`src/rtl/exec_pkg.sv`:
```
// Shared encodings for the execute/write-back stage: ALU ops, B-operand shifts and FSM states.
package exec_pkg;

  typedef enum logic [1:0] {
    OP_ADD = 2'b00,
    OP_SUB = 2'b01,
    OP_AND = 2'b10,
    OP_MVN = 2'b11
  } op_e;

  typedef enum logic [1:0] {
    SH_NONE = 2'b00,
    SH_LSL  = 2'b01,
    SH_LSR  = 2'b10,
    SH_ASR  = 2'b11
  } sh_e;

  typedef enum logic [2:0] {
    IDLE = 3'd0,
    RD_B = 3'd1,
    RD_A = 3'd2,
    EXEC = 3'd3,
    WB   = 3'd4
  } state_e;

endpackage

```
`src/rtl/exec_alu.sv`:
```
// Combinational shifter + ALU: shifts B by one place, computes the result and its z/n/v flags.
module exec_alu
  import exec_pkg::*;
#(
  parameter int unsigned W = 16
) (
  input  logic [W-1:0] a,
  input  logic [W-1:0] b,
  input  op_e          op,
  input  sh_e          shift,
  output logic [W-1:0] result,
  output logic         z,
  output logic         n,
  output logic         v
);

  logic [W-1:0] bs;

  always_comb begin
    bs = b;
    unique case (shift)
      SH_NONE: bs = b;
      SH_LSL:  bs = {b[W-2:0], 1'b0};
      SH_LSR:  bs = {1'b0, b[W-1:1]};
      SH_ASR:  bs = {b[W-1], b[W-1:1]};
      default: bs = b;
    endcase
  end

  always_comb begin
    result = '0;
    v      = 1'b0;
    unique case (op)
      OP_ADD: begin
        result = a + bs;
        v      = (a[W-1] == bs[W-1]) && (result[W-1] != a[W-1]);
      end
      OP_SUB: begin
        result = a - bs;
        v      = (a[W-1] != bs[W-1]) && (result[W-1] != a[W-1]);
      end
      OP_AND:  result = a & bs;
      OP_MVN:  result = ~bs;
      default: result = '0;
    endcase
  end

  assign z = (result == '0);
  assign n = result[W-1];

endmodule

```
`src/rtl/exec_stage.sv`:
```
// Multi-cycle execute/write-back stage: reads Rm then Rn from the regfile, runs the ALU,
// updates flags and writes Rd (unless cmp). Fixed four cycles of busy per command.
module exec_stage #(
  parameter int unsigned W  = 16,
  parameter int unsigned RA = 3
) (
  input  logic          clk,
  input  logic          rst_n,
  input  logic          start,
  input  logic [1:0]    op,
  input  logic [1:0]    shift,
  input  logic          cmp,
  input  logic [RA-1:0] rn,
  input  logic [RA-1:0] rm,
  input  logic [RA-1:0] rd,
  input  logic [W-1:0]  rdata,
  output logic [RA-1:0] readnum,
  output logic [RA-1:0] writenum,
  output logic          write,
  output logic [W-1:0]  wdata,
  output logic          busy,
  output logic          done,
  output logic          z,
  output logic          n,
  output logic          v
);
  import exec_pkg::*;

  state_e        state_q;
  op_e           op_q;
  sh_e           shift_q;
  logic          cmp_q;
  logic [RA-1:0] rn_q, rm_q, rd_q;
  logic [W-1:0]  a_q, b_q, c_q;
  logic          z_q, n_q, v_q;

  logic [W-1:0]  alu_result;
  logic          alu_z, alu_n, alu_v;

  exec_alu #(
    .W(W)
  ) u_alu (
    .a      (a_q),
    .b      (b_q),
    .op     (op_q),
    .shift  (shift_q),
    .result (alu_result),
    .z      (alu_z),
    .n      (alu_n),
    .v      (alu_v)
  );

  always_ff @(posedge clk or negedge rst_n) begin
    if (!rst_n) begin
      state_q <= IDLE;
      op_q    <= OP_ADD;
      shift_q <= SH_NONE;
      cmp_q   <= 1'b0;
      rn_q    <= '0;
      rm_q    <= '0;
      rd_q    <= '0;
      a_q     <= '0;
      b_q     <= '0;
      c_q     <= '0;
      z_q     <= 1'b0;
      n_q     <= 1'b0;
      v_q     <= 1'b0;
    end else begin
      unique case (state_q)
        IDLE: begin
          if (start) begin
            op_q    <= op_e'(op);
            shift_q <= sh_e'(shift);
            cmp_q   <= cmp;
            rn_q    <= rn;
            rm_q    <= rm;
            rd_q    <= rd;
            state_q <= RD_B;
          end
        end
        RD_B: begin
          b_q     <= rdata;
          state_q <= RD_A;
        end
        RD_A: begin
          a_q     <= rdata;
          state_q <= EXEC;
        end
        EXEC: begin
          c_q     <= alu_result;
          z_q     <= alu_z;
          n_q     <= alu_n;
          v_q     <= alu_v;
          state_q <= WB;
        end
        WB:      state_q <= IDLE;
        default: state_q <= IDLE;
      endcase
    end
  end

  // Outputs are decoded from registered state only, so they never glitch on input changes.
  always_comb begin
    readnum = '0;
    unique case (state_q)
      RD_B:    readnum = rm_q;
      RD_A:    readnum = rn_q;
      default: readnum = '0;
    endcase
  end

  assign done     = (state_q == WB);
  assign write    = done & ~cmp_q;
  assign writenum = write ? rd_q : '0;
  assign wdata    = done ? c_q : '0;
  assign busy     = (state_q != IDLE);
  assign z        = z_q;
  assign n        = n_q;
  assign v        = v_q;

endmodule

```
`config.mk`:
```
export PLATFORM = sky130hd
export DESIGN_NAME = exec_stage
export DESIGN_NICKNAME = d
export VERILOG_FILES = /design/src/rtl/exec_pkg.sv /design/src/rtl/exec_alu.sv /design/src/rtl/exec_stage.sv
export SDC_FILE = /design/constraint.sdc
export NUM_CORES = 1
export LEC_CHECK = 0
export ABC_AREA = 1
export BUFFER_PORTS_ARGS = -buffer_cell sky130_fd_sc_hd__buf_2
export CORE_MARGIN = 4
export CORE_UTILIZATION = 35
export CTS_CLUSTER_DIAMETER = 60
export DETAILED_ROUTE_END_ITERATION = 8
export GPL_ROUTABILITY_DRIVEN = 1
export HOLD_SLACK_MARGIN = 0.05
export PLACE_DENSITY = 0.57
export SYNTH_ARGS = -nofsm -noshare
export SYNTH_HDL_FRONTEND = slang
export SYNTH_SLANG_ARGS = --single-unit
```
`constraint.sdc`:
```
create_clock -name clk -period 2.6 [get_ports clk]
set_input_delay 0.26 -clock clk [delete_from_list [all_inputs] [get_ports clk]]
set_output_delay 0.26 -clock clk [all_outputs]
set_load 0.01 [all_outputs]
```
---- Yosys cells after proc, flatten, opt, wreduce, memory -nomap -nowiden ----
Index checks and enable logic that the tools add are counted.
word-level totals
  bits in registers ....................... 68
  latch bits .............................. 0
  RAM bits ................................ 0
  bits in read-only memories .............. 0
  input port bits ......................... 33
  output and inout port bits .............. 28
  word-level logic and storage cells ...... 50
  memories ................................ 0
cells by class
  add/subtract/negate cells ............... 2
  multiply operators ...................... 0
  divide/modulo/power cells ............... 0
  order comparisons ....................... 0
  eq/ne operators ......................... 15
  shifts and indexed selects .............. 0
  muxes and demuxes ....................... 8
  bitwise operators ....................... 4
  reductions and logical operators ........ 8
operators by type and width
  cell                  count
  $pmux W16 S4          2
  $add A16 B16 Y16      1
  $and A16 B16 Y16      1
  $logic_not A16 Y1     1
  $mux W16              1
  $not A16 Y16          1
  $sub A16 B16 Y16      1
  $pmux W3 S4           1
  $eq A2 B2 Y1 const B  4
  $eq A3 B2 Y1 const B  2
  $mux W3               2
  $pmux W3 S2           1
  $eq A2 B1 Y1 const B  2
  $logic_not A2 Y1      2
  $eq A3 B1 Y1 const B  1
  $eq A3 B3 Y1 const B  1
  $logic_not A3 Y1      1
  $ne A1 B1 Y1          3
  $reduce_bool A3 Y1    1
  $logic_and A1 B1 Y1   2
  $ne A2 B2 Y1 const B  1
  $pmux W1 S2           1
  $reduce_and A2 Y1     1
  $and A1 B1 Y1         1
  other kinds (2)       2

---- Longest topological paths before layout ----
  word-level depth ........................ 6
  depth in mapped cells ................... 23
  depth with buffers taken out ............ 21

---- Modules after synthesis ----
Synthesis repeated with hierarchy kept, for this count alone.
second synthesis, totals
  cell total of the unflattened synthesis .. 834
  area, all modules ....................... 5427.7 µm²
modules (own cells, without submodules)
  module      times used  cells an instance  area each (µm²)  seq. area each (µm²)
  exec_stage  1           329                2845.2           1701.6
  exec_alu    1           505                2582.5           0.0

---- Least setup slack after synthesis ----
No wires, ideal clock.
  path kind ............................... register -> register
  start ................................... register shift_q[1]
  end ..................................... register z_q, in the netlist z
  library setup time ...................... 0.117 ns
  data arrival time ....................... 2.369 ns
  data required time ...................... 2.483 ns
  path slack .............................. 0.114 ns
  cell stages (with the launch flop) ...... 21
  buffers on the path ..................... 2
  clock period less this slack ............ 2.486 ns
  path through ............................ dfrtp_1 buf_6 nor2_2 nand2_1 o221ai_2 inv_1 ha_1 buf_6 nor2_2 nand2_1 nand3b_1 nand2_1 nand3_1 nand2_1 nand2_1 nand3b_1 nand2_1 clkinv_1 nor2_1 nand3_1 nand2_1
on the way
  longest elaborated chain between the ends .. 5
ends and longest elaborated chain
  what                                            line              text
  start: declaration                              exec_stage.sv:31  sh_e shift_q;
  start signal: assignment                        exec_stage.sv:73  shift_q <= sh_e'(shift);
  $eq A2 B2 Y1, or another cell as far along      exec_alu.sv:21    unique case (shift)
  $pmux W16 S4 *                                  exec_alu.sv:21
  $sub A16 B16 Y16, or another cell as far along  exec_alu.sv:39    result = a - bs;
  $pmux W16 S4 *                                  exec_alu.sv:33    unique case (op)
  $logic_not A16 Y1 *                             exec_alu.sv:48    assign z = (result == '0);
  end signal: assignment                          exec_stage.sv:91  z_q <= alu_z;
  end: declaration                                exec_stage.sv:35  logic z_q, n_q, v_q;
Every way passes the cells marked *; elsewhere a longest branch is shown, timed or not.
A chain may end at the register's enable or synchronous reset.

---- Worst setup path after layout ----
Ends and elaborated chain as after synthesis.

==> results.toml <==
[timing]
hold_slack_ns = 0.136
setup_slack_ns = -0.0557
period_minus_slack_ns = 2.66
final_max_slew_viol_count = 0
max_slew_margin_pct = 25.4
fmax_mhz = 377
setup_violations = 2
rsz0062_at_grt = "true"
fin_skew_ns = 0.00847
fin_crit_sh_pct = 102
worstMarginPinSlew_ns = 1.11
finalHoldViolCount = 0

[worst_setup_path]
critPathBufInv = 3
path_max_fanout = 7
path_cells = "clkinv_4 -> buf_4 -> nand3_1 -> nand3_2 -> buf_4 -> fa_2 -> or2_1 -> nand3_1 -> nand4_1 -> nor2_1 -> nand3_1 -> nor2_1 -> nand3_1 -> nor2_1 -> nand3_1 -> nand2_1"
r2r-start = "shift_q[1]"
cp_data_required_time_ns = 2.88
cpMaxStageDelayCell = "dfrtp_2"
rr_endpoint = "z"
r2r_cells = 16
crit_family = "simple AND/OR/NAND/NOR gates"
cp_common_cell = "nand3_1"
worstPathArrival_ns = 2.94
rrSetupSlack_ns = -0.06
cp_slowest_stage_delay_ns = 0.42
worst_setup_path_start_kind = "flop"
critPathCaptureType = "flop"
crit_type = "flop to flop"

[detailed_routing]
wire_per_inst_um = 13.9
drc = 0
via_per_inst = 4.83
drtAntennaViolNets = 0
vias = 5524
wl_mm = 16.0
dr.pass1.iters = 5
drtIter0Drc = 306

[floorplan]
rows = 45
chipHeight_um = 132
dieArea_mm2 = 0.0174
ios = 61
die_x_um = 132
start_util_pct = 35.6
coreArea_mm2 = 0.0151

[yosys]
yosysTopAreaCell = "dfrtp_1"
synthCells = 796
syn_avg_cell_area_um2 = 6.75
ys_warn_count = 0
ys_ff_latch = 67
synth.top_cell.area_share_pct = 31.2
yosysSeqAreaShare_pct = 31.2
synth_nets = 862
synthTopCellsByArea = "dfrtp_1 (31%), nand2_1 (15%), inv_1 (8.1%)"
netlist_area_mm2 = 0.00537
synth.distinct_cells = 40

[cts]
cts.clk_slew.worst_paths_ns = 0.06
clkLatencyLatePin_ns = 0.35
cts_tree = "built"
h-tree-depth = 3
cts-root-buf = "clkbuf_16"
cts_max_path_buffers = 2
cts_sinks = 67
numCtsBuffers = 9

[placement]
portBuffers = 60
dp.final_hpwl_mm = 12.6
place_congestion = 0.896

[min_path]
min_path_type = "input port to flop"
hold_start = "rn[1]"
holdPathEnd = "rn_q[1]"
min_path_cells = 2

[final_layout]
antennaDiodeCount = 0
final_cell_mix = "nand2_1 (203), inv_1 (109), buf_4 (103)"
areaGrowthSynthToFinish_pct = 37.0
final_common_cell = "nand2_1"
drive_above_1_share_pct = 31.5
fin_nets = 1017

[global_route]
grt_pass1_wl_mm = 26.7
grt_max_degree = 68
grtUsageTotal_pct = 18.8
antenna_found_initial = 0
grt-ovfl-total = 0
grt_pass1_vias = 5467

[status]
violations = "negative setup slack"
status = "complete, but fails checks"

[job]
drv_cap = 0
## layer usage
layer  part of all wire [%]  vias to the layer above  track usage, %
li1                       -                     2843               -
met1                     47                     2550            25.5
met2                     48                      110            31.0
met3                    3.9                       21            3.02
met4                    1.5                        0            5.66
met5                      0                        -               0
## flip-flops by register name (all words and copies together) (netlist names)
register / count
a_q: 16
b_q: 16
c_q: 16
rd_q: 3
rm_q: 3
rn_q: 3
state_q: 3
op_q: 2
shift_q: 2
cmp_q: 1
v: 1
z: 1
## area by class of cell
type                       count  area, um^2
clock buffer                   9         225
clock inverter                 7        76.3
sequential                    67        1680
inverter                     130         497
tap                          188         235
fill                        1557        7730
timing repair buffer         171        1190
multi-input combinational    572        3460
## worst max path at each step
stage	from	to	cells after the start
final	shift_q[1]	z	16
after global routing	shift_q[0]	z	19
after CTS	shift_q[0]	z	19
after detailed placement	shift_q[1]	z	19
after global placement	shift_q[1]	z	19
after floorplan	shift_q[1]	z	20
## Yosys cell counts (all sizes together)
library cell / n
nand4: 6
o22ai: 1
clkinv: 2
nand3b: 3
o21ai: 65
o221ai: 8
fa: 2
a21boi: 1
mux2: 4
and2: 1
a22oi: 7
nand2: 221
nor2: 84
ha: 31
nor3: 4
o21bai: 2
a21oi: 46
dfrtp: 67
o21a: 1
clkbuf: 12
buf: 15
nand3: 76
o211ai: 2
inv: 128
or2: 5
xor2: 2
## kinds of logic after synthesis
kind of cell               after synthesis  share of synthesized area, %
and+or+nand+nor                        400                          32.5
DFF                                     67                          31.2
xor gates and xnor gates                 2                         0.326
adders and majority gates               33                          7.97
buffers and inverters                  157                          12.3
muxes                                    4                         0.839
AOI/OAI and AO/OA                      133                          14.9
## per-stage QoR
step	utilization, %	area, um^2	worst slack (ns)	TNS, ns	std cells
CTS	47.8	7210	-0.0309	-0.0364	1143
detailed placement	43.1	6510	-0.334	-1.60	1116
floorplan	-	5370	0.114	0	796
global route	48.7	7360	-0.272	-1.91	1144
finish	48.7	7360	-0.0557	-0.0778	1144
global placement	43.1	6510	-0.301	-1.29	1116
## repair_timing
action,4_1_cts,5_1_grt
pin swaps,19,10
hold buffers,1,0
resized for setup,65,34
setup buffers,10,1
setup endpoints to repair,11,13
hold endpoints to repair,67,0
Power is left out: the tool's default activity adds up to more than one toggle a clock period on the data nets, which glitch-free logic cannot reach.
